### src/rtl/add8u_share_arb_pkg.sv
// Shared constants for the shared-adder arbiter: operand/sum widths and the
// arbitration pointer reset value.
package add8u_share_arb_pkg;

    localparam int unsigned OpW  = 8;
    localparam int unsigned SumW = 9;

    // Pointer starts at the last requester so requester 0 wins first after reset.
    function automatic int unsigned ptr_rst_val(input int unsigned n_req);
        return n_req - 1;
    endfunction

endpackage

### src/rtl/add8u_share_arb_core.sv
// Exact 8-bit unsigned adder; kept separate so an approximate variant with the
// same ports can be dropped in.
module add8u_core
    import add8u_share_arb_pkg::*;
(
    input  logic [OpW-1:0]  i_a,
    input  logic [OpW-1:0]  i_b,
    output logic [SumW-1:0] o_sum
);

    assign o_sum = {1'b0, i_a} + {1'b0, i_b};

endmodule

### src/rtl/add8u_share_arb.sv
// N_REQ requesters share one adder through a round-robin arbiter feeding a
// two-stage valid/ready pipeline (S1: operands+tag, S2: sum+tag).
module add8u_share_arb
    import add8u_share_arb_pkg::*;
#(
    parameter int unsigned N_REQ = 4,
    parameter int unsigned ID_W  = 2
) (
    input  logic                   i_clk,
    input  logic                   i_rst,
    input  logic [N_REQ-1:0]       i_req_valid,
    input  logic [OpW*N_REQ-1:0]   i_req_a,
    input  logic [OpW*N_REQ-1:0]   i_req_b,
    output logic [N_REQ-1:0]       o_req_ready,
    output logic                   o_res_valid,
    input  logic                   i_res_ready,
    output logic [SumW-1:0]        o_res_sum,
    output logic [ID_W-1:0]        o_res_id,
    output logic                   o_busy
);

    logic            r_s1_valid;
    logic [OpW-1:0]  r_s1_a;
    logic [OpW-1:0]  r_s1_b;
    logic [ID_W-1:0] r_s1_id;
    logic            r_s2_valid;
    logic [SumW-1:0] r_s2_sum;
    logic [ID_W-1:0] r_s2_id;
    logic [ID_W-1:0] r_ptr;

    logic            w_s2_ready;
    logic            w_s1_adv;
    logic            w_s1_ready;
    logic            w_gnt_found;
    logic [ID_W-1:0] w_gnt_id;
    int unsigned     w_cand;
    logic            w_accept;
    logic [OpW-1:0]  w_sel_a;
    logic [OpW-1:0]  w_sel_b;
    logic [SumW-1:0] w_sum;

    assign w_s2_ready = !r_s2_valid || i_res_ready;
    assign w_s1_adv   = r_s1_valid && w_s2_ready;
    assign w_s1_ready = (!r_s1_valid || w_s1_adv) && !i_rst;

    // Round-robin search starting just after the last granted index.
    always_comb begin
        w_gnt_found = 1'b0;
        w_gnt_id    = '0;
        w_cand      = 0;
        for (int unsigned k = 1; k <= N_REQ; k++) begin
            w_cand = (32'(r_ptr) + k) % N_REQ;
            if (!w_gnt_found && i_req_valid[w_cand[ID_W-1:0]]) begin
                w_gnt_found = 1'b1;
                w_gnt_id    = w_cand[ID_W-1:0];
            end
        end
    end

    assign w_accept = w_gnt_found && w_s1_ready;

    always_comb begin
        o_req_ready = '0;
        if (w_accept) begin
            o_req_ready[w_gnt_id] = 1'b1;
        end
    end

    assign w_sel_a = i_req_a[w_gnt_id*OpW +: OpW];
    assign w_sel_b = i_req_b[w_gnt_id*OpW +: OpW];

    add8u_core u_core (
        .i_a   (r_s1_a),
        .i_b   (r_s1_b),
        .o_sum (w_sum)
    );

    always_ff @(posedge i_clk) begin
        if (i_rst) begin
            r_s1_valid <= 1'b0;
            r_s1_a     <= '0;
            r_s1_b     <= '0;
            r_s1_id    <= '0;
            r_s2_valid <= 1'b0;
            r_s2_sum   <= '0;
            r_s2_id    <= '0;
            r_ptr      <= ID_W'(ptr_rst_val(N_REQ));
        end else begin
            if (w_s1_adv) begin
                r_s2_valid <= 1'b1;
                r_s2_sum   <= w_sum;
                r_s2_id    <= r_s1_id;
            end else if (i_res_ready) begin
                r_s2_valid <= 1'b0;
            end

            if (w_accept) begin
                r_s1_valid <= 1'b1;
                r_s1_a     <= w_sel_a;
                r_s1_b     <= w_sel_b;
                r_s1_id    <= w_gnt_id;
                r_ptr      <= w_gnt_id;
            end else if (w_s1_adv) begin
                r_s1_valid <= 1'b0;
            end
        end
    end

    assign o_res_valid = r_s2_valid;
    assign o_res_sum   = r_s2_sum;
    assign o_res_id    = r_s2_id;
    assign o_busy      = r_s1_valid || r_s2_valid;

endmodule

### config.mk
export PLATFORM = sky130hd
export DESIGN_NAME = add8u_share_arb
export DESIGN_NICKNAME = d
export VERILOG_FILES = /design/src/rtl/add8u_share_arb_pkg.sv /design/src/rtl/add8u_share_arb_core.sv /design/src/rtl/add8u_share_arb.sv
export SDC_FILE = /design/constraint.sdc
export NUM_CORES = 1
export LEC_CHECK = 0
export ABC_AREA = 1
export ABC_CLOCK_PERIOD_IN_PS = 2400
export BUFFER_PORTS_ARGS = -buffer_cell sky130_fd_sc_hd__buf_2
export CAP_MARGIN = 20
export CORE_UTILIZATION = 52
export CTS_BUF_LIST = sky130_fd_sc_hd__clkbuf_8
export DETAILED_ROUTE_END_ITERATION = 7
export MAX_ROUTING_LAYER = met4
export PLACE_DENSITY = 0.86
export SLEW_MARGIN = 30
export SYNTH_ARGS = -nofsm -noshare
export SYNTH_HDL_FRONTEND = slang
export SYNTH_SLANG_ARGS = --single-unit
### constraint.sdc
create_clock -name i_clk -period 2.4 [get_ports i_clk]
set_input_delay 0.24 -clock i_clk [delete_from_list [all_inputs] [get_ports i_clk]]
set_output_delay 0.24 -clock i_clk [all_outputs]
set_load 0.005 [all_outputs]
==> impl_metrics.env <==
export IMPL_finalMaxSlewViolations=0
export IMPL_cts_tree="done"
export IMPL_cp_slowest_cell="dfxtp_4"
export IMPL_slowest_delay_ns=0.39
export IMPL_status="finished, final reports clean"
export IMPL_path_cells="inv_8 > nand2_1 > nand2_1 > nand2_1 > nand2_2 > inv_1 > nand3_4 > nand3_4 > nor2_8 > inv_2 > nor2_1 > buf_2"
export IMPL_final_common_cell="nand2_1"
export IMPL_antenna_left=0
export IMPL_vias_per_cell=5.15
export IMPL_drt_iter0_drc=185
export IMPL_cts_repair_resized=1
export IMPL_async_flop_share_pct=0
export IMPL_wire_per_inst_um=11.7
export IMPL_grt_max_degree=33
export IMPL_grt_first_pass_wirelength_mm=10.7
export IMPL_skew_ns=0.00651
export IMPL_hpwl_mm=4.80
export IMPL_dieArea_um2=5100
export IMPL_rows=24
export IMPL_cts_setup_buffers=0
export IMPL_hold_viol_final=0
export IMPL_clkTransAtPathRegs_ns=0.07
export IMPL_cp_data_arrival_time_ns=2.03
export IMPL_route_detailed_drc=0
export IMPL_hold_class="in2reg"
export IMPL_clk_latency_ns=0.28
export IMPL_synth_top_area_share_pct=26.4
export IMPL_critPathLaunchType="flip-flop"
export IMPL_period_needed_ns=2.27
export IMPL_io_pins=88
export IMPL_slew_headroom_pct=74.6
export IMPL_fmax_mhz=440
export IMPL_place_area_um2=2910
export IMPL_cts_max_level=2
export IMPL_ys_warn_count=0
export IMPL_synth_edf_count=0
export IMPL_setup_viol=0
export IMPL_endpoint_kind="output port"
export IMPL_ys_ff_latch=33
export IMPL_ir_worst_vdd_v=0.00138
export IMPL_nets=558
export IMPL_yosys_top_cells_area="dfxtp_1 (26%), nand2_1 (18%), nand3_1 (11%)"
export IMPL_syn_to_final_growth_pct=21.3
export IMPL_start_util_pct=55.6
export IMPL_crit_family="simple AND/OR/NAND/NOR gates"
export IMPL_netlist_instances=393
export IMPL_die_w_um=71.4
export IMPL_synth_top_area_cell="dfxtp_1"
export IMPL_dr_pass1_iters=4
export IMPL_core_area_um2=4500
export IMPL_hold_buffers=0
export IMPL_final_cell_mix="nand2_1 (117), buf_2 (87), nand3_1 (55), nor2_1 (54), dfxtp_1 (31)"
export IMPL_clockBufferDepth=2
export IMPL_drive_gt1_share_pct=30.7
export IMPL_synth_distinct_cells=32
export IMPL_fin_setup_tns_ns=0
export IMPL_crit_type="reg2out"
export IMPL_path_buf_inv=4
export IMPL_synth_area_per_cell_um2=6.38
export IMPL_maxCapViolations=0
export IMPL_dieHeight_um=71.4
export IMPL_critPathMostFrequentCell="nand2_1"
export IMPL_p_per_area_nw_per_um2=1600
export IMPL_fin_crit_sh_pct=94.7
export IMPL_clkSinkCount=33
export IMPL_wl_mm=6.22
export IMPL_synthFlopType="dfxtp_1"
export IMPL_design_area_um2=3040
export IMPL_grt_pass1_vias=2640
export IMPL_synthesis_nets=473
export IMPL_cp_required_ns=2.16
export IMPL_synthesis_area_um2=2510
export IMPL_grt_usage_pct=27.0
export IMPL_overflow=0
export IMPL_cts_root_buf="clkbuf_8"
export IMPL_n_antenna_cell=0
export IMPL_portBuffers=87
export IMPL_vias=2737
export IMPL_ys_seq_area_share_pct=26.4
export IMPL_path_max_fanout=10
export IMPL_p_leak_nw=1.74
export IMPL_place_gp_congestion=0.883
export IMPL_worstMarginPinSlew_ns=0.381
export IMPL_numCtsBuffers=5
export IMPL_antenna_found_initial=0
==> synthesized netlist by cell type, types with 2 or more instances <==
| cell type | number |
|---|---|
| a21oi_1 | 9 |
| nor2_1 | 54 |
| buf_2 | 3 |
| nand2_4 | 2 |
| nand3_1 | 56 |
| nand2_1 | 117 |
| o21ai_0 | 16 |
| clkbuf_1 | 3 |
| buf_12 | 2 |
| buf_6 | 6 |
| inv_1 | 29 |
| xor2_1 | 3 |
| ha_1 | 8 |
| inv_2 | 4 |
| nand2_2 | 28 |
| dfxtp_1 | 33 |
| nor2_4 | 3 |
| nand3_4 | 2 |
| nand4_1 | 2 |
==> state kept, by name, indices dropped and copies added, names as in the netlist <==
| register | count |
|---|---|
| o_res_id | 2 |
| r_s1_b | 8 |
| o_res_sum | 9 |
| r_s1_valid | 1 |
| r_ptr | 2 |
| o_res_valid | 1 |
| r_s1_a | 8 |
| r_s1_id | 2 |
==> final timing paths <==
check / startpoint / to / slack (ns) / cells after the start
setup reg to reg: r_s1_a[0] / o_res_sum[6] / 0.41 / 10
hold / removal: i_rst / o_res_valid / 0.22 / 2
setup / recovery: r_ptr[0] / o_req_ready[1] / 0.13 / 12
hold reg to reg: r_s1_id[1] / r_s1_id[1] / 0.45 / 2
==> logic make-up (layout without fill, tap and decap cells) <==
logic type,count (synthesis),in the layout,synth area share (%)
DFF,33,33,26.4
and+or+nand+nor,269,269,50.3
AOI/OAI and AO/OA,29,29,6.14
xor gates and xnor gates,4,4,1.40
buffers and inverters,49,135,11.0
adders and majority gates,9,9,4.79
==> area by class of cell <==
| class | count | area (µm²) |
|---|---|---|
| clock buffers | 6 | 82.6 |
| clock inverters | 2 | 33.8 |
| fillers | 383 | 1460 |
| inverters | 34 | 135 |
| multi-input cells | 311 | 1570 |
| flip-flops and latches | 33 | 666 |
| well taps | 52 | 65.1 |
| repair buffers | 93 | 484 |
==> power by group <==
part           switching [W]  internal (W)  total, W  leakage, nW
combinational        0.00213       0.00120   0.00333         1.41
sequential          0.000177      0.000819  0.000996        0.276
clock               0.000194      0.000334  0.000528       0.0626
total                0.00250       0.00235   0.00485         1.74
==> per-stage QoR <==
| stage | std cells | utilization [%] | hold slack, ns | setup WS, ns | total power (W) |
|---|---|---|---|---|---|
| floorplan | 393 | - | 0.309 | 0.671 | 0.00381 |
| global placement | 523 | 64.6 | 0.442 | 0.316 | 0.00414 |
| detailed placement | 523 | 64.6 | 0.441 | 0.213 | 0.00425 |
| CTS | 531 | 67.2 | 0.221 | 0.0498 | 0.00481 |
| global route | 531 | 67.5 | 0.231 | -0.0449 | 0.00537 |
| finish | 531 | 67.5 | 0.219 | 0.128 | 0.00485 |
==> layer usage <==
metal  global-route usage, %  routed length, µm  vias up
li1                        -                  -     1419
met1                    30.9               2690     1159
met2                    46.5               2910      142
met3                    4.36                437       17
met4                    12.0                180        0
met5                       -                  0        -
Note: power is estimated with default switching activity, not from simulation.
